**src/rtl/div_unit_pkg.sv**
```systemverilog
// Shared divider definitions: operand width, DIV FSM states and handshake levels.
package div_unit_pkg;

    localparam int unsigned REG_DATA_WIDTH = 32;

    typedef enum logic [1:0] {
        DIV_IDLE    = 2'b00,
        DIV_BY_ZERO = 2'b01,
        DIV_ON      = 2'b10,
        DIV_END     = 2'b11
    } div_state_e;

    localparam logic DIV_RESULT_READY     = 1'b1;
    localparam logic DIV_RESULT_NOT_READY = 1'b0;
    localparam logic DIV_START            = 1'b1;
    localparam logic DIV_STOP             = 1'b0;

endpackage : div_unit_pkg

```
**src/rtl/div_unit.sv**
```systemverilog
// Multi-cycle 32-bit restoring divider (DIV/DIVU) for the EX stage.
// Result is {remainder -> HI, quotient -> LO}; stallreq_out freezes the pipe meanwhile.
module div_unit
    import div_unit_pkg::*;
(
    input  logic                        clk,
    input  logic                        rst_n,
    input  logic                        signed_div_in,
    input  logic [REG_DATA_WIDTH-1:0]   opdata1_in,
    input  logic [REG_DATA_WIDTH-1:0]   opdata2_in,
    input  logic                        start_in,
    input  logic                        annul_in,
    output logic [2*REG_DATA_WIDTH-1:0] result_out,
    output logic                        ready_out,
    output logic                        stallreq_out
);

    div_state_e  state_q, state_d;
    logic [5:0]  cnt_q, cnt_d;
    logic [64:0] work_q, work_d;
    logic [31:0] divisor_q, divisor_d;
    logic        neg_quot_q, neg_quot_d;
    logic        neg_rem_q, neg_rem_d;
    logic [63:0] result_q, result_d;
    logic        ready_q, ready_d;

    logic [32:0] diff;
    logic [64:0] step;
    logic [31:0] quot_fin;
    logic [31:0] rem_fin;
    logic [31:0] abs_a;
    logic [31:0] abs_b;

    // State register and working registers; reset clears everything asynchronously.
    always_ff @(posedge clk or negedge rst_n) begin
        if (!rst_n) begin
            state_q    <= DIV_IDLE;
            cnt_q      <= '0;
            work_q     <= '0;
            divisor_q  <= '0;
            neg_quot_q <= 1'b0;
            neg_rem_q  <= 1'b0;
            result_q   <= '0;
            ready_q    <= DIV_RESULT_NOT_READY;
        end else begin
            state_q    <= state_d;
            cnt_q      <= cnt_d;
            work_q     <= work_d;
            divisor_q  <= divisor_d;
            neg_quot_q <= neg_quot_d;
            neg_rem_q  <= neg_rem_d;
            result_q   <= result_d;
            ready_q    <= ready_d;
        end
    end

    // Next-state logic, one restoring iteration and final sign correction.
    always_comb begin
        state_d    = state_q;
        cnt_d      = cnt_q;
        work_d     = work_q;
        divisor_d  = divisor_q;
        neg_quot_d = neg_quot_q;
        neg_rem_d  = neg_rem_q;
        result_d   = result_q;
        ready_d    = ready_q;

        // Bit 64 is always zero before a compare (partial remainder < 2^31 before
        // the last shift), so including it keeps the 33-bit subtract exact.
        diff = {work_q[64], work_q[63:32]} - {1'b0, divisor_q};
        step = diff[32] ? {work_q[63:0], 1'b0} : {diff[31:0], work_q[31:0], 1'b1};

        quot_fin = neg_quot_q ? (~step[31:0] + 32'd1) : step[31:0];
        rem_fin  = neg_rem_q  ? (~step[64:33] + 32'd1) : step[64:33];

        abs_a = (signed_div_in && opdata1_in[31]) ? (~opdata1_in + 32'd1) : opdata1_in;
        abs_b = (signed_div_in && opdata2_in[31]) ? (~opdata2_in + 32'd1) : opdata2_in;

        unique case (state_q)
            DIV_IDLE: begin
                if (start_in == DIV_START && !annul_in) begin
                    if (opdata2_in == '0) begin
                        state_d = DIV_BY_ZERO;
                    end else begin
                        state_d    = DIV_ON;
                        cnt_d      = '0;
                        work_d     = {32'b0, abs_a, 1'b0};
                        divisor_d  = abs_b;
                        neg_quot_d = signed_div_in & (opdata1_in[31] ^ opdata2_in[31]);
                        neg_rem_d  = signed_div_in & opdata1_in[31];
                    end
                end
            end
            DIV_BY_ZERO: begin
                if (annul_in) begin
                    state_d = DIV_IDLE;
                end else begin
                    state_d  = DIV_END;
                    result_d = '0;
                    ready_d  = DIV_RESULT_READY;
                end
            end
            DIV_ON: begin
                if (annul_in) begin
                    state_d = DIV_IDLE;
                end else begin
                    work_d = step;
                    cnt_d  = cnt_q + 6'd1;
                    if (cnt_q == 6'd31) begin
                        state_d  = DIV_END;
                        result_d = {rem_fin, quot_fin};
                        ready_d  = DIV_RESULT_READY;
                    end
                end
            end
            DIV_END: begin
                if (start_in == DIV_STOP) begin
                    state_d  = DIV_IDLE;
                    result_d = '0;
                    ready_d  = DIV_RESULT_NOT_READY;
                end
            end
            default: state_d = DIV_IDLE;
        endcase
    end

    assign result_out   = result_q;
    assign ready_out    = ready_q;
    assign stallreq_out = start_in & ~ready_q;

endmodule : div_unit

```
**config.mk**
```make
export PLATFORM = sky130hd
export DESIGN_NAME = div_unit
export DESIGN_NICKNAME = d
export VERILOG_FILES = /design/src/rtl/div_unit_pkg.sv /design/src/rtl/div_unit.sv
export SDC_FILE = /design/constraint.sdc
export NUM_CORES = 1
export LEC_CHECK = 0
export ABC_CLOCK_PERIOD_IN_PS = 5500
export CORE_AREA = 2 2 155 157
export DETAILED_ROUTE_END_ITERATION = 12
export DIE_AREA = 0 0 157 159
export GPL_TIMING_DRIVEN = 1
export PLACE_DENSITY = 0.85
export SYNTH_ARGS = -nofsm -noshare
export SYNTH_HDL_FRONTEND = slang
export SYNTH_SLANG_ARGS = --single-unit
```
**constraint.sdc**
```tcl
create_clock -name clk -period 5.5 [get_ports clk]
set_input_delay 1.65 -clock clk [delete_from_list [all_inputs] [get_ports clk]]
set_output_delay 1.65 -clock clk [all_outputs]
set_load 0.02 [all_outputs]
```
* Yosys cells after proc, flatten, opt, wreduce, memory -nomap -nowiden *
Index checks and enable logic that the tools add are counted.

cells by class
  $add $sub $neg = 6
  equality and inequality tests = 11
  mux-type cells = 30
  bitwise gates (word level) = 10
  reduce and logical (&&, ||, !) cells = 12

operators by type and width
  kind                                                              count
  65-bit two-way mux                                                4
  64-bit two-way mux                                                4
  64-bit case mux with 3 select lines                               1
  65-bit case mux with 2 select lines                               1
  32-bit by 1-bit adder with 32-bit output (second input constant)  4
  32-bit two-way mux                                                4
  32-bit NOT                                                        4
  33-bit by 32-bit subtractor with 33-bit output                    1
  32-bit zero test                                                  1
  6-bit two-way mux                                                 3
  2-bit two-way mux                                                 6
  2-bit inequality test (second input constant)                     6
  6-bit case mux with 2 select lines                                1
  2-bit case mux with 4 select lines                                1
  6-bit by 1-bit adder with 6-bit output (second input constant)    1
  6-bit by 5-bit == test with 1-bit output (second input constant)  1
  3-bit AND reduction                                               2
  5-bit AND reduction                                               1
  2-bit == test (second input constant)                             2
  1-bit two-way mux                                                 4
  4-bit AND reduction                                               1
  1-bit AND                                                         3
  1-bit logical AND                                                 3
  3-bit inequality test (second input constant)                     1
  other kinds (8)                                                   9

word-level totals
  register bits after elaboration = 172
  bits of input ports = 69
  output and inout bits = 66

* Logic depth before layout (Yosys ltp) *
  depth in word-level cells = 8
  gate-level depth with buffers = 26
  depth with buffers taken out = 23

* Worst setup path before layout *
No wires, ideal clock.

  path type = register -> register
  start point = register work_q[32]
  end point = register result_q[56] (netlist: result_out[56])
  library setup time = 0.131 ns
  arrival = 5.406 ns
  data required time = 5.369 ns
  path slack = -0.037 ns
  cell stages (with the launch flop) = 25
  path buffers = 3
  period minus slack after synthesis = 5.537 ns
  cell sequence = dfrtp_1 > inv_1 > ha_1 > inv_1 > fa_1 > a211oi_2 > o211ai_2 > a311oi_4 > nor3_2 > or3_4 > and2_4 > buf_6 > inv_2 > buf_6 > clkbuf_1 > mux2i_1 > ha_1 > nand2_1 > or4_1 > nor4b_1 > a41oi_1 > or3_1 > o21ai_1 > xor2_1 > o21ai_1

between the ends
  cells in the longest elaborated chain, start to end = 8

RTL lines
  item                                            line             RTL
  from (decl)                                     div_unit.sv:20   logic [64:0] work_q, work_d;
  from (signal assigned)                          div_unit.sv:48   work_q <= work_d;
  33-bit by 32-bit subtractor with 33-bit output  div_unit.sv:70   diff = {work_q[64], work_q[63:32]} - {1'b0, divisor_q};
  65-bit two-way mux *                            div_unit.sv:71   step = diff[32] ? {work_q[63:0], 1'b0} : {diff[31:0], work_q[31:0], 1'b1};
  32-bit NOT                                      div_unit.sv:74   rem_fin = neg_rem_q ? (~step[64:33] + 32'd1) : step[64:33];
  32-bit by 1-bit adder with 32-bit output        div_unit.sv:74
  32-bit two-way mux *                            div_unit.sv:74
  64-bit two-way mux *                            div_unit.sv:109  if (cnt_q == 6'd31) begin
  64-bit two-way mux *                            div_unit.sv:104  if (annul_in) begin
  64-bit case mux with 3 select lines *           div_unit.sv:79   unique case (state_q)
  to (signal assigned)                            div_unit.sv:52   result_q <= result_d;
  to (decl)                                       div_unit.sv:24   logic [63:0] result_q, result_d;

Every way passes the cells marked *; elsewhere a longest branch is shown, timed or not. The select of a mux whose other input is x is not followed.
A chain may end at the register's enable or synchronous reset.

* Final worst setup path *
  start point = register work_q[32]
  end point = register result_q[58] (netlist: result_out[58])

The elaborated chain is that of the path after synthesis.

==> summary.md <==
| Metric | Value |
|---|---|
| Post-Syn Nets | approximately 1,600 |
| Vias in the first global route | 10,800 |
| Root buf cell | clkbuf_16 |
| Worst path required time | between 5 and 6 ns |
| Area grow syn2layout | 19.8% |
| Post-synth EDFFs | 0 |
| Final nets | between 1,500 and 2,000 |
| Yosys top cell area share | 0.360 |
| Leading area contributor after synthesis | dfrtp_1 |
| Fraction of layout cells with a size suffix above 1 | 0.0678 |
| Crit-path max FO | 8 |
| Die area | around 25,000 sq um |
| Compound-Gate Fraction of Synth Area | 0.226 |
| Hold crit path type | flip-flop to flip-flop |
| Tightest Pin Transition | approximately 1 ns |
| Drt wl/cell | 18.1 um |
| CTS sink cnt | about 170 |
| Pwr dens | roughly 690 nW/um^2 |
| Final hold violation count | 0 |
| Fill count | 1,969 |
| First-pass GRT wire length | 55,200 um |
| Port Buffer Count | 134 |
| CTS buffer count | 17 |
| Max_slew headroom | 0.323 |
| Wirelength, routed | 34,300 um |
| Reg clk slew, reported paths | 0.07 ns |
| Final Setup Violations | 0 |
| Initial antenna violation count | 0 |
| Crit end category | flip-flop |
| Synthesized instance count | 1,453 |
| Sequential share of the synthesized area | 0.360 |
| # DRC | 0 |
| Final Cycle Share | 0.979 |
| Hold buffer count at CTS | 0 |
| Synth cell count leaders | nand2_1 (218), dfrtp_1 (172), o21ai_0 (129), nor2_1 (113), a21oi_1 (102) |
| Crit path DAT | between 5 and 6 ns |
| Proportion of synthesized area in mux cells | 0.0279 |
| Non-Filler Instances | 1,898 |
| Largest family of logic cells by synthesized area | compound AO/OA/AOI/OAI gates |
| Worst VDD drop | 0.390 mV |
| Drt via density | 6.04 |
| Leakage | 6.11 nW |
| Synth warn | 0 |
| Core area | 23,200 sq um |
| Antenna diodes | 0 |
| Io pins | 135 |
| Final Max Tran Viols | 0 |
| DR iter-0 viols | between 1,000 and 1,500 |
| # H-tree levels | 4 |
| Placed Instances | 1,860 |
| Post-Syn Area per Cell | between 8 and 9 sq um |
| Cell Area, Synth | around 12,000 sq um |
| Library cells used by synthesis | 80 |
| Final GP Congestion | about 0.94 |
| Post-Synth Simple-Gate Area | 0.192 |
| CTS tree | done |
| Critical path class | flip-flop to flip-flop |
| Crit path launch type | flip-flop |
| Post-Synth XOR/XNOR Area | 0.106 |
| Largest net degree at the start of global routing | 102 |
| Crit path time final | 5.39 ns |
| Via count | 11,500 |
| Post-synth ARST share | 1.00 |
| Max-cap violation count | 0 |
| Dpl cell area | 13,600 sq um |
| Count leader, synth | nand2_1 |
| Post-route cell area | 14,300 sq um |
| Max Freq | 186 MHz |
| Synth top area cells | dfrtp_1 (36%), nand2_1 (6.8%), xor2_1 (6.5%), o21ai_0 (5.4%), ha_1 (4.3%) |
| Outcome | complete, no violations |
| Maximum buffer depth of the clock tree | 2 |
| Initial DRT Pass Iterations | 5 |
| Initial core utilization | 0.516 |
| Synth Area in Adders | 0.0446 |
| Seq cells post-synth | 172 |
| DP Wirelength | around 26,000 um |
| Antenna Violating Nets Remaining | 0 |
| Worst skew pair latency | 0.44 ns |
| Ys flop type | dfrtp_1 |
| Row count | 56 |
| Chip Height | 159 um |
| Die X | roughly 160 um |
| Congestion Overflow GR | 0 |
| Gr usage total | 0.276 |
| Clock Skew | approximately 0.01 ns |
[final cells by class]
type                            count  area (sq um)  share of cell area
Multi-Input combinational cell   1149          7200               0.503
Sequential cell                   172          4300               0.301
Timing Repair Buffer              168          1630               0.114
Clock buffer                       18           429              0.0300
Tap cell                          319           399              0.0279
Inverter                           59           226              0.0158
Clock inverter                     13           136             0.00952
[worst max-delay path: stages (launching register included)]
cell and delay [ns]:
dfrtp_1 0.40, inv_2 0.07, ha_2 0.19, inv_1 0.07, fa_2 0.39, a211oi_4 0.32
o211ai_2 0.16, a311oi_4 0.36, nor3_2 0.08, or3_4 0.37, and2_4 0.20, inv_6 0.08
mux2i_2 0.24, ha_2 0.25, nand2_1 0.07, or4_4 0.51, nor4b_4 0.31, a41oi_2 0.25
buf_4 0.24, o41ai_4 0.34, xor2_1 0.10, o31ai_1 0.25
[registers in the layout, summed over array words and instances (netlist names)]
register / cells
result_out: 64
divisor_q: 32
neg_quot_q: 1
ready_out: 1
neg_rem_q: 1
cnt_q: 6
state_q: 2
work_q: 65
[power breakdown]
group	internal [mW]	leakage, nW	switching [mW]
registers	1.78	2.24	0.502
logic	2.46	3.60	3.96
clock network	0.634	0.270	0.548
[path summary, 6_finish.rpt]
path                                start        endpoint  slack [ns]  cells past startpoint
setup / recovery               work_q[32]  result_out[58]        0.11                     21
hold reg to reg            result_out[15]  result_out[15]        0.48                      2
max in group asynchronous           rst_n  result_out[26]        3.07                      2
setup reg to reg               work_q[32]  result_out[58]        0.11                     21
hold / removal             result_out[15]  result_out[15]        0.48                      2
min in group asynchronous           rst_n   divisor_q[12]        1.31                      1
[through the flow]
stage | worst slack (ns) | util | setup TNS [ns] | hold slack (ns) | total power [mW]
floorplan | 0.0740 | - | 0 | 0.450 | 6.55
global placement | 0.106 | 0.588 | 0 | 0.462 | 8.17
detailed placement | -0.0395 | 0.588 | -0.0395 | 0.469 | 8.34
CTS | 0.0222 | 0.613 | 0 | 0.485 | 9.57
global route | -0.0830 | 0.617 | -0.125 | 0.498 | 10.6
finish | 0.114 | 0.617 | 0 | 0.479 | 9.88
[routing by layer]
layer  wire, um  track usage  up-vias  share of wire
met5          0            0        -              0
met4       1340        0.114        0          0.039
met3       2280       0.0397      102          0.067
met2      15900        0.436      515           0.46
met1      14800        0.380     5446           0.43
li1           -            -     5392              -
[cells by family (layout without fill, tap and decap cells)]
family,count (synthesis),count (layout)
and+or+nand+nor,499,499
muxes,32,32
buffers and inverters,132,258
xor gates and xnor gates,145,145
DFF,172,172
adders and majority gates,42,42
AOI/OAI and AO/OA,431,431
[timing repair]
item	in CTS	in global routing
endpoints found under the setup margin	2	11
resized for setup	2	14
buffers inserted	0	7
pin swaps	0	10
[cell usage in the layout (no fill, tap or decap), drive strengths merged, types with 5 or more instances in the layout]
master / instances
nand2: 218
dfrtp: 172
o21ai: 158
clkdlybuf4s50: 133
nor2: 113
a21oi: 103
xor2: 89
inv: 62
o31ai: 58
xnor2: 56
ha: 41
buf: 35
nor3: 33
nand3: 30
mux2i: 27
a22oi: 20
or3: 20
clkbuf: 18
a31oi: 15
or4: 13
nand2b: 12
nand4: 9
a21o: 9
and2: 9
o41ai: 9
and3: 8
o211ai: 8
or2: 8
nor4: 7
nor2b: 6
a211oi: 6
clkinv: 6
mux2: 5
Power figures use the tool's default switching activity.
